**src/rtl/alu_issue_ctrl.sv**
```systemverilog
// Issue controller for the combinational alu: accepts R-type requests, drives
// registered operands for one settle cycle, and returns the captured result.
module alu_issue_ctrl #(
  parameter int CNT_W = 16
) (
  input  logic             clk,
  input  logic             rst,
  input  logic             req_valid,
  output logic             req_ready,
  input  logic [5:0]       req_funct,
  input  logic [31:0]      req_rs,
  input  logic [31:0]      req_rt,
  input  logic [4:0]       req_shamt,
  output logic [31:0]      alu_A,
  output logic [31:0]      alu_B,
  output logic [3:0]       alu_Op,
  input  logic [31:0]      alu_Result,
  input  logic             alu_Carryout,
  input  logic             alu_Overflow,
  input  logic             alu_Zero,
  input  logic             alu_Set,
  output logic             rsp_valid,
  input  logic             rsp_ready,
  output logic [31:0]      rsp_result,
  output logic [3:0]       rsp_flags,
  output logic             rsp_illegal,
  output logic [CNT_W-1:0] op_count,
  output logic [CNT_W-1:0] ovf_count
);
  localparam logic [3:0] OP_AND  = 4'b0000;
  localparam logic [3:0] OP_OR   = 4'b0001;
  localparam logic [3:0] OP_XOR  = 4'b0010;
  localparam logic [3:0] OP_ADD  = 4'b0011;
  localparam logic [3:0] OP_SUB  = 4'b0100;
  localparam logic [3:0] OP_SLT  = 4'b0101;
  localparam logic [3:0] OP_SLTU = 4'b0110;
  localparam logic [3:0] OP_SLL  = 4'b1001;
  localparam logic [3:0] OP_SRL  = 4'b1010;

  typedef enum logic [1:0] {IDLE = 2'd0, EXEC = 2'd1, RESP = 2'd2} state_t;
  typedef struct packed {
    logic       legal;
    logic       shift;
    logic [3:0] op;
  } dec_t;

  state_t state, state_nxt;
  dec_t   dec;
  logic   accept, rsp_fire, slt_op, addsub_op;

  always_comb begin
    dec = '{legal: 1'b1, shift: 1'b0, op: OP_AND};
    case (req_funct)
      6'h24:   dec.op = OP_AND;
      6'h25:   dec.op = OP_OR;
      6'h26:   dec.op = OP_XOR;
      6'h20:   dec.op = OP_ADD;
      6'h22:   dec.op = OP_SUB;
      6'h2A:   dec.op = OP_SLT;
      6'h2B:   dec.op = OP_SLTU;
      6'h00:   begin dec.op = OP_SLL; dec.shift = 1'b1; end
      6'h02:   begin dec.op = OP_SRL; dec.shift = 1'b1; end
      default: dec.legal = 1'b0;
    endcase
  end

  assign accept    = req_valid && req_ready;
  assign rsp_fire  = rsp_valid && rsp_ready;
  // alu_Op still names the op being answered: it only reloads on a legal accept.
  assign slt_op    = (alu_Op == OP_SLT) || (alu_Op == OP_SLTU);
  assign addsub_op = (alu_Op == OP_ADD) || (alu_Op == OP_SUB);

  always_ff @(posedge clk or posedge rst) begin
    if (rst) state <= IDLE;
    else     state <= state_nxt;
  end

  always_comb begin
    state_nxt = state;
    req_ready = 1'b0;
    rsp_valid = 1'b0;
    case (state)
      IDLE: begin
        req_ready = 1'b1;
        if (req_valid) state_nxt = dec.legal ? EXEC : RESP;
      end
      EXEC: state_nxt = RESP;
      RESP: begin
        rsp_valid = 1'b1;
        if (rsp_ready) state_nxt = IDLE;
      end
      default: state_nxt = IDLE;
    endcase
  end

  always_ff @(posedge clk or posedge rst) begin
    if (rst) begin
      alu_A  <= '0;
      alu_B  <= '0;
      alu_Op <= '0;
    end else if (accept && dec.legal) begin
      alu_A  <= dec.shift ? req_rt : req_rs;
      alu_B  <= dec.shift ? {27'b0, req_shamt} : req_rt;
      alu_Op <= dec.op;
    end
  end

  always_ff @(posedge clk or posedge rst) begin
    if (rst) begin
      rsp_result  <= '0;
      rsp_flags   <= '0;
      rsp_illegal <= 1'b0;
    end else if (accept && !dec.legal) begin
      rsp_result  <= '0;
      rsp_flags   <= '0;
      rsp_illegal <= 1'b1;
    end else if (state == EXEC) begin
      rsp_result  <= slt_op ? {31'b0, alu_Set} : alu_Result;
      rsp_flags   <= {alu_Carryout, alu_Overflow, alu_Zero, alu_Set};
      rsp_illegal <= 1'b0;
    end
  end

  // Both counters stick at all-ones rather than wrapping.
  always_ff @(posedge clk or posedge rst) begin
    if (rst) begin
      op_count  <= '0;
      ovf_count <= '0;
    end else if (rsp_fire && !rsp_illegal) begin
      if (op_count != '1) op_count <= op_count + 1'b1;
      if (addsub_op && rsp_flags[2] && (ovf_count != '1)) ovf_count <= ovf_count + 1'b1;
    end
  end
endmodule

```
**config.mk**
```make
export PLATFORM = sky130hd
export DESIGN_NAME = alu_issue_ctrl
export DESIGN_NICKNAME = d
export VERILOG_FILES = /design/src/rtl/alu_issue_ctrl.sv
export SDC_FILE = /design/constraint.sdc
export NUM_CORES = 1
export LEC_CHECK = 0
export CORE_MARGIN = 4
export CORE_UTILIZATION = 46
export DETAILED_ROUTE_END_ITERATION = 16
export HOLD_SLACK_MARGIN = 0.15
export PLACE_DENSITY = 0.95
export SYNTH_ARGS = -nofsm -noshare
export SYNTH_HDL_FRONTEND = slang
export SYNTH_SLANG_ARGS = --single-unit
```
**constraint.sdc**
```tcl
create_clock -name clk -period 8.1 [get_ports clk]
set_input_delay 2.025 -clock clk [delete_from_list [all_inputs] [get_ports clk]]
set_output_delay 2.025 -clock clk [all_outputs]
set_load 0.02 [all_outputs]
```
==> impl_metrics.yaml <==
timing:
  worst_pin_slew_ns: 1.12
  slew_headroom: 0.255
  final.min_clock_period_ns: 4.68
  fin_skew_ns: 0.00620
  rsz0062_at_grt: "false"
  fmax_mhz: 214
  finalHoldViolCount: 0
  finalSetupViolCount: 0
  drv_slew: 0
  period_share: 0.577
  setup_tns_ns: 0
worst_setup_path:
  end_kind: "flop"
  critical_path_class: "in -> reg"
  cp.arrival_ns: 4.91
  crit_path_cell_trace: "clkdlybuf4s50_1, nor2b_1, nor3_1, o2111ai_4, buf_4, o21ai_0"
  worstSetupStartpointType: "primary input"
  crit_family: "buffers and inverters"
  max_stage_delay_ns: 0.91
  cp_max_fo: 86
  critical_path_required_ns: 8.34
  path_buf_inv: 2
  cpMaxStageDelayCell: "o2111ai_4"
clock_network:
  clock_latency_ns: 0.41
  tritoncts: "yes"
  cts.sinks: 139
  cts_resized: 0
  clk_pin_slew_ns: 0.06
  htree_levels: 4
  post_cts_buffers: 0
  cts_hold_buf: 0
  root_buffer: "clkbuf_16"
  clk_path_buf_depth: 2
  cts_made_buffers: 17
floorplanning:
  fp.coreArea_um2: 12800
  die_h_um: 123
  placementRows: 41
  initial_core_util: 0.477
  die_w_um: 123
  io_pins: 254
  die_area_um2: 15200
min_path:
  hp-class: "reg -> reg"
cells_and_area:
  drive_above_1_share: 0.0558
  nets: 982
  n_fill_cell: 878
  syn2layout_area_growth_pct: 52.9
synthesis:
  synth_cells: 626
  synth_top_cell_by_area: "dfrtp_1"
  synth.avg_cell_area_um2: 9.77
  synth_warnings: 0
  synth.area.top_cells: "dfrtp_1, nand2_1, mux2i_1, o21ai_0, nand3_1"
  ys_types: 44
  yosysMostFrequentCell: "nand2_1"
  synthFlopType: "dfrtp_1"
  syn-cell-area_um2: 6120
  synth-async-reset-ratio: 1.00
  synthTopCellsByCount: "nand2_1, dfrtp_1, o21ai_0"
  synth_edf_count: 0
  yosysSeqAreaShare: 0.569
  synth_nets: 743
  ys_seq_elements: 139
  synth_top_area_share: 0.569
global_routing:
  antenna_found_initial: 1
  grt_start_max_net_pins: 87
  grt_pass1_vias: 5501
  grt_pass1_wl_mm: 28.6
  grt.total_usage: 0.245
  gr-total-overflow: 0
placement:
  place_hpwl_mm: 13.2
  port_buffers: 253
  gp_congestion: 0.848
detailed_routing:
  wl_per_cell_um: 17.6
  drtAntennaViolNets: 0
  drt_iter0_markers: 339
  routed_wl_mm: 18.5
  num_vias: 5495
  drcViolationCount: 0
  drt-pass1-iter-count: 5
  via_per_inst: 5.23
pwr:
  power.leakage_uw: 0.00423
  ir_worst_vdd_uv: 229
  total_power_uw: 2490
  p_per_area_nw_per_um2: 267
run_status:
  status: "completed"
run:
  drv_cap: 0
==> metal layers <==
metal	track usage	share of wire
met4	0.0962	0.022
met1	0.286	0.38
met5	0	0
met2	0.394	0.48
met3	0.109	0.11
==> worst register-to-register path: cells and delay by family, from the launching register on <==
kind	cells	cell delay, ns
AO/OA/AOI/OAI	2	0.74
AND/OR/NAND/NOR	2	0.60
buffers and inverters	1	0.60
flip-flops	1	0.43
==> where the power goes <==
| part | switching (uW) | internal, uW |
|---|---|---|
| sequential | 102 | 851 |
| clock | 278 | 454 |
| combinational | 428 | 381 |
==> through the flow <==
stage,instance area (um2),hold WS (ns),instances,worst slack (ns),util
finish,9360,0.478,1051,3.43,0.729
global route,9360,0.494,1051,3.17,0.729
CTS,9350,0.483,1050,3.49,0.729
detailed placement,8780,0.469,1018,3.10,0.685
global placement,8780,0.461,1018,3.25,0.685
floorplan,6120,0.572,626,2.35,-
==> layout by cell type, fill, tap and decap left out, types with 2 or more instances in the layout <==
cell type	netlist	final
nor3_1	5	5
mux2_2	2	2
clkbuf_16	0	17
ha_1	2	2
mux2i_1	38	38
xor2_1	10	10
nand3b_1	2	2
buf_4	0	7
a21oi_1	39	39
xnor2_1	20	20
nor2_1	18	18
dfrtp_1	139	139
and3_1	4	4
o21ai_0	64	64
nand4_1	16	16
nand3_1	43	43
clkinv_2	0	5
clkbuf_8	0	8
nand2_1	143	143
inv_1	7	6
clkdlybuf4s50_1	0	253
o21ai_1	5	5
nor2b_1	4	3
nand2b_1	2	2
o31ai_1	2	2
==> flip-flops by register name, indices dropped and copies added, names as in the netlist <==
register,count
rsp_illegal,1
alu_A,32
state,2
alu_B,32
rsp_result,32
ovf_count,16
alu_Op,4
rsp_flags,4
op_count,16
==> path summary, 6_finish.rpt <==
path,startpoint,endpoint,slack (ns),depth (start not counted)
max,req_funct[2],alu_A[24]$_DFFE_PP0P_,3.43,6
max in group asynchronous,rst,op_count[0]$_DFFE_PP0P_,4.75,3
min,alu_B[2]$_DFFE_PP0P_,alu_B[2]$_DFFE_PP0P_,0.48,2
max reg2reg,state[1]$_DFFE_PP0P_,alu_A[25]$_DFFE_PP0P_,5.58,5
min reg2reg,alu_B[2]$_DFFE_PP0P_,alu_B[2]$_DFFE_PP0P_,0.48,2
min in group asynchronous,rst,rsp_result[1]$_DFFE_PP0P_,2.14,2
==> kinds of logic after synthesis <==
family                   after synthesis  share of synthesized area
adder cells (fa/ha/maj)                2                    0.00409
AND/OR/NAND/NOR                      249                      0.184
buffers and inverters                 47                     0.0311
AO/OA/AOI/OAI                        119                      0.103
XOR/XNOR                              30                     0.0429
multiplexers                          40                     0.0658
flip-flops                           139                      0.569
==> layout make-up <==
class | count | area (um2) | share of cell area
Sequential cell | 139 | 3480 | 0.372
Tap cell | 172 | 215 | 0.0230
Antenna cell | 1 | 2.50 | 0.000267
Clock inverter | 6 | 32.5 | 0.00348
Inverter | 7 | 31.3 | 0.00334
Multi-Input combinational cell | 440 | 2470 | 0.264
Timing Repair Buffer | 260 | 2580 | 0.276
Clock buffer | 26 | 539 | 0.0576
Note: power is estimated with default switching activity, not from simulation.
